### config.mk
export PLATFORM = sky130hd
export DESIGN_NAME = cla_pipe_adder
export DESIGN_NICKNAME = d
export VERILOG_FILES = /design/src/rtl/cla_pipe_adder.sv
export SDC_FILE = /design/constraint.sdc
export NUM_CORES = 1
export LEC_CHECK = 0
export ABC_AREA = 1
export CAP_MARGIN = 10
export CORE_MARGIN = 3
export CORE_UTILIZATION = 45
export DETAILED_ROUTE_END_ITERATION = 8
export PLACE_DENSITY = 0.86
export SLEW_MARGIN = 20
export SYNTH_ARGS = -nofsm -noshare
export SYNTH_HDL_FRONTEND = slang
export SYNTH_SLANG_ARGS = --single-unit
### constraint.sdc
create_clock -name clk -period 1.6 [get_ports clk]
set_input_delay 0.24 -clock clk [delete_from_list [all_inputs] [get_ports clk]]
set_output_delay 0.24 -clock clk [all_outputs]
set_load 0.005 [all_outputs]
### src/rtl/cla_pipe_adder.sv
`default_nettype none
// ============================================================================
// Module      : cla_pipe_adder
// Description : WIDTH-bit pipelined carry-lookahead adder. Each stage resolves
//               WIDTH/STAGES bits and hands a registered carry to the next.
//               Optional A-B support is compiled in with CLA_PIPE_SUB_EN.
// Revision    : 1.0 - initial release
// ============================================================================
module cla_pipe_adder #(
  parameter int WIDTH  = 16,
  parameter int STAGES = 2
) (
  input  logic             clk,
  input  logic             rst_n,
  input  logic             in_valid,
  output logic             in_ready,
  input  logic [WIDTH-1:0] in_a,
  input  logic [WIDTH-1:0] in_b,
  input  logic             in_cin,
  input  logic             in_sub,
  output logic             out_valid,
  input  logic             out_ready,
  output logic [WIDTH-1:0] out_sum,
  output logic             out_cout,
  output logic             out_ovf
);

  localparam int SLICE_W = WIDTH / STAGES;
  localparam int GROUPS  = SLICE_W / 4;
  localparam int LAST    = STAGES - 1;

  // Per-stage registers. Operand registers hold the not-yet-added upper bits,
  // pre-shifted so the next slice always sits at bit 0.
  logic             r_v     [STAGES];
  logic [WIDTH-1:0] r_sum   [STAGES];
  logic [WIDTH-1:0] r_a     [STAGES];
  logic [WIDTH-1:0] r_b     [STAGES];
  logic             r_c     [STAGES];
  logic             r_amsb  [STAGES];
  logic             r_bmsb  [STAGES];

  logic             w_adv     [STAGES];
  logic             w_src_v   [STAGES];
  logic [WIDTH-1:0] w_src_sum [STAGES];
  logic [WIDTH-1:0] w_src_a   [STAGES];
  logic [WIDTH-1:0] w_src_b   [STAGES];
  logic             w_src_c   [STAGES];
  logic             w_src_am  [STAGES];
  logic             w_src_bm  [STAGES];
  logic [SLICE_W:0] w_res     [STAGES];
  logic [WIDTH-1:0] w_new_sum [STAGES];

  logic [WIDTH-1:0] w_b0;
  logic             w_c0;

`ifdef CLA_PIPE_SUB_EN
  assign w_b0 = in_sub ? ~in_b : in_b;
  assign w_c0 = in_sub | in_cin;
`else
  logic w_unused_sub;
  assign w_unused_sub = in_sub;
  assign w_b0         = in_b;
  assign w_c0         = in_cin;
`endif

  // Two-level lookahead inside each 4-bit group; groups chain on group P/G.
  function automatic logic [SLICE_W:0] cla_slice(
    input logic [SLICE_W-1:0] a,
    input logic [SLICE_W-1:0] b,
    input logic               cin
  );
    logic [SLICE_W-1:0] p;
    logic [SLICE_W-1:0] g;
    logic [SLICE_W-1:0] s;
    logic [3:0]         gp;
    logic [3:0]         gg;
    logic [3:0]         c;
    logic               grp_p;
    logic               grp_g;
    logic               gc;
    p  = a ^ b;
    g  = a & b;
    s  = '0;
    gc = cin;
    for (int j = 0; j < GROUPS; j++) begin
      gp    = p[4*j +: 4];
      gg    = g[4*j +: 4];
      c[0]  = gc;
      c[1]  = gg[0] | (gp[0] & gc);
      c[2]  = gg[1] | (gp[1] & gg[0]) | (gp[1] & gp[0] & gc);
      c[3]  = gg[2] | (gp[2] & gg[1]) | (gp[2] & gp[1] & gg[0])
            | (gp[2] & gp[1] & gp[0] & gc);
      grp_p = &gp;
      grp_g = gg[3] | (gp[3] & gg[2]) | (gp[3] & gp[2] & gg[1])
            | (gp[3] & gp[2] & gp[1] & gg[0]);
      s[4*j +: 4] = gp ^ c;
      gc    = grp_g | (grp_p & gc);
    end
    return {gc, s};
  endfunction

  generate
    for (genvar k = 0; k < STAGES; k++) begin : g_stage
      if (k == 0) begin : g_head
        assign w_src_v[k]   = in_valid;
        assign w_src_sum[k] = '0;
        assign w_src_a[k]   = in_a;
        assign w_src_b[k]   = w_b0;
        assign w_src_c[k]   = w_c0;
        assign w_src_am[k]  = in_a[WIDTH-1];
        assign w_src_bm[k]  = w_b0[WIDTH-1];
      end else begin : g_body
        assign w_src_v[k]   = r_v[k-1];
        assign w_src_sum[k] = r_sum[k-1];
        assign w_src_a[k]   = r_a[k-1];
        assign w_src_b[k]   = r_b[k-1];
        assign w_src_c[k]   = r_c[k-1];
        assign w_src_am[k]  = r_amsb[k-1];
        assign w_src_bm[k]  = r_bmsb[k-1];
      end

      assign w_res[k] = cla_slice(w_src_a[k][SLICE_W-1:0],
                                  w_src_b[k][SLICE_W-1:0],
                                  w_src_c[k]);
      // New slice enters from the top; after the last stage the sum is aligned.
      assign w_new_sum[k] = (w_src_sum[k] >> SLICE_W)
                          | (WIDTH'(w_res[k][SLICE_W-1:0]) << (WIDTH - SLICE_W));
    end
  endgenerate

  // Bubble-collapsing advance chain, resolved from the output backwards.
  always_comb begin
    for (int k = 0; k < STAGES; k++) begin
      w_adv[k] = 1'b0;
    end
    w_adv[LAST] = ~r_v[LAST] | out_ready;
    for (int k = LAST - 1; k >= 0; k--) begin
      w_adv[k] = ~r_v[k] | w_adv[k+1];
    end
  end

  always_ff @(posedge clk or negedge rst_n) begin
    if (!rst_n) begin
      for (int k = 0; k < STAGES; k++) begin
        r_v[k]    <= 1'b0;
        r_sum[k]  <= '0;
        r_a[k]    <= '0;
        r_b[k]    <= '0;
        r_c[k]    <= 1'b0;
        r_amsb[k] <= 1'b0;
        r_bmsb[k] <= 1'b0;
      end
    end else begin
      for (int k = 0; k < STAGES; k++) begin
        if (w_adv[k]) begin
          r_v[k] <= w_src_v[k];
          if (w_src_v[k]) begin
            r_sum[k]  <= w_new_sum[k];
            r_a[k]    <= w_src_a[k] >> SLICE_W;
            r_b[k]    <= w_src_b[k] >> SLICE_W;
            r_c[k]    <= w_res[k][SLICE_W];
            r_amsb[k] <= w_src_am[k];
            r_bmsb[k] <= w_src_bm[k];
          end
        end
      end
    end
  end

  assign in_ready  = w_adv[0];
  assign out_valid = r_v[LAST];
  assign out_sum   = r_sum[LAST];
  assign out_cout  = r_c[LAST];
  // Carry into the MSB is recovered as sum ^ a ^ b at that bit.
  assign out_ovf   = r_c[LAST] ^ r_sum[LAST][WIDTH-1] ^ r_amsb[LAST] ^ r_bmsb[LAST];

endmodule
`default_nettype wire

==> impl_metrics.csv <==
group,metric,value,unit
sta,timing.final.crit_share,105.6,%
final_layout,diodes,0,
die,coreArea,5238,µm²
sta,fin_setup_tns,-175.7,ps
detailed_routing,routed-via-count,2006,
pwr,powerDensity,1216,nW/µm²
place,place_area,3176,µm²
grt,grt.total_usage,16.60,%
clocking,clk_latency,290,ps
pwr,irDropWorstVdd,0.5976,mV
clocking,h-tree-depth,2,
clocking,clk_path_buf_depth,2,
grt,overflow,0,
die,initial_core_util,47.90,%
final_layout,n_fill_cell,396,
detailed_routing,drcViolationCount,0,
clocking,clockRootBuffer,"clkbuf_8",
logic_synthesis,synth_compound_area_share,7.581,%
run_status,violations,"setup timing",
logic_synthesis,synth_top_family_by_area,"simple AND/OR/NAND/NOR gates",
place,dp_hpwl,3827,µm
sta,fmax,591.8,MHz
setup_path,cp_slowest_cell,"fa_2",
setup_path,path_common_cell,"inv_2",
setup_path,max_stage_delay,500,ps
sta,setup_ws,-89.90,ps
place,port_buffers,56,
grt,grt_max_degree,30,
detailed_routing,postRouteAntennaNets,0,
logic_synthesis,synthAdderAreaFrac,11.17,%
pwr,total_power,4132,µW
setup_path,path_buf_inv,2,
die,rows,26,
clocking,cts_made_buffers,5,
logic_synthesis,synth_seq_area_share,45.89,%
final_layout,finish.utilization,64.88,%
logic_synthesis,syn-num-nets,351,
logic_synthesis,ys_seq_elements,46,
logic_synthesis,yosysWarnings,0,
logic_synthesis,synth_area,2509,µm²
logic_synthesis,synthSimpleGateAreaFrac,21.35,%
detailed_routing,first_pass_iters,4,
logic_synthesis,synth-xor-area-share,2.444,%
final_layout,finalInstanceArea,3398,µm²
grt,grt_pass1_vias,1965,
sta,hold_violations,0,
pwr,cellLeakagePower,0.001745,µW
setup_path,critPathLaunchType,"flop",
grt,grt_pass1_wl,8321,µm
logic_synthesis,yosysUniqueCellTypes,21,
final_layout,synthToLayoutAreaGrowth,35.46,%
detailed_routing,via_per_inst,4.665,
die,die_w,80.67,µm
clocking,cts.sinks,46,
setup_path,path_max_fanout,2,
grt,met1_usage,18.27,%
sta,final-setup-viol-count,2,
final_layout,nets,417,
logic_synthesis,netlist_instances,293,
sta,rsz0062_at_grt,"true",
setup_path,crit_family,"adder cells",
min_path,min_path_type,"input pin to asynchronous set/reset pin",
logic_synthesis,muxShareOfSynthArea,0,%
sta,period_needed,1690,ps
detailed_routing,initialDrtViolationCount,68,
setup_path,path_class,"flop to flop",
sta,slew_violations,0,
setup_path,cp-end-kind,"flop",
grt,antenna_found_initial,0,
die,dieHeight,80.67,µm
clocking,clk_pin_slew_worst_paths,80,ps
detailed_routing,wire_per_inst,11.92,µm
die,dieArea,6507,µm²
grt,gr-usage-met3,3.700,%
flow_run,maxCapViolCount,0,
setup_path,required,1790,ps
setup_path,worstPathCellList,"ha_1 > nand2_1 > inv_2 > nand3_2 > nand2_2 > inv_2 > fa_2 > o21ai_1",
place,gp_congestion,0.7845,
final_layout,drive_gt1_share,17.22,%
sta,fin_skew,6.913,ps
grt,met2_usage,29.97,%
logic_synthesis,avgSynthCellArea,8.562,µm²
clocking,cts_tree,"done",
detailed_routing,wl,5126,µm
sta,max-slew-margin-rel,64.24,%
die,ios,58,
grt,top_usage_layer,"met2",
setup_path,arrival,1880,ps
sta,worstMarginPinSlew,536.5,ps
run_status,status,"finished with violations",
place,post-place-ws,-434.1,ps
-- metrics by stage --
step,hold slack [ps],std cells
floorplan,-55.59,293
global placement,237.0,415
detailed placement,250.0,415
CTS,462.8,430
global route,468.2,430
finish,446.2,430
-- final cells by class --
cell class	instances	area [µm²]	share of cell area [%]
tap	70	87.58	2.577
clock buffer	5	68.82	2.025
multi-input combinational	194	1152	33.91
sequential	46	1151	33.87
timing repair buffer	83	789.5	23.23
inverter	29	108.9	3.203
clock inverter	3	40.04	1.178
-- Yosys cell counts --
cell	count	area (µm²)
a21oi_2	1	8.760
buf_2	5	25.02
xor2_1	4	35.03
nand2_1	101	379.1
clkbuf_8	1	13.76
buf_4	16	120.1
xnor2_1	3	26.28
o22ai_1	1	6.260
nand3_1	10	50.05
dfrtp_1	46	1151
o21ai_0	21	105.1
nor2_1	12	45.04
ha_1	16	200.2
inv_2	1	3.750
inv_1	28	105.1
a21o_1	2	15.01
nand2_2	5	31.28
fa_1	4	80.08
nand3_2	3	30.03
a21oi_1	11	55.05
buf_6	2	22.52
-- timing repair --
action                                 CTS  global route
endpoints found under the hold margin   22             0
pin swaps                               18             7
setup endpoints to repair                6             9
setup buffers                            6             1
resized for setup                       16            10
hold buffers                             1             0
-- cells by family after synthesis --
group           after synthesis
xor+xnor                      7
buf+inv                      53
compound gates               36
fa+ha+maj                    20
simple gates                131
flops                        46
-- state kept, by name, summed over array words and instances, names as in the netlist --
signal	cells
r_bmsb	2
r_c	1
out_cout	1
out_valid	1
r_b	7
r_sum	8
out_sum	16
r_amsb	2
r_v	1
r_a	7
-- power breakdown --
| part | switching (µW) | internal (µW) |
|---|---|---|
| sequential | 198 | 1470 |
| clock | 377 | 460 |
| combinational | 701 | 926 |
| total | 1270 | 2860 |
-- cells in the final DEF, fill, tap and decap left out, drive strengths merged, types with 2 or more instances in the layout --
master	count
a21oi	12
dlygate4sd2	9
inv	29
ha	16
buf	27
a21o	2
nand2	106
clkdlybuf4s50	45
dfrtp	46
nand3	13
o21ai	21
xnor2	3
clkbuf	5
fa	4
clkinv	2
xor2	4
nor2	12
-- per-layer routing --
layer / vias to the layer above / part of all wire (%)
li1: 1029 / -
met1: 932 / 41
met2: 39 / 55
met3: 6 / 3.1
met4: 0 / 1.1
met5: - / 0
-- worst reg2reg max path, stage by stage, from the launching register on --
cell and delay (ps):
dfrtp_1 400, ha_1 300, nand2_1 60, inv_2 50
nand3_2 90, nand2_2 90, inv_2 40, fa_2 500
o21ai_1 50
-- path summary, 6_finish.rpt --
| check | endpoint | slack (ps) | start | depth (start not counted) |
|---|---|---|---|---|
| min reg2reg | out_sum[1] | 480 | r_sum[25] | 2 |
| min in group clk | r_b[18] | 480 | in_b[10] | 3 |
| min | out_sum[9] | 450 | rst_n | 2 |
| max | out_sum[12] | -90 | r_b[18] | 8 |
| max reg2reg | out_sum[12] | -90 | r_b[18] | 8 |
| max in group asynchronous | out_sum[15] | 640 | rst_n | 3 |
Note: power is estimated with default switching activity, not from simulation.
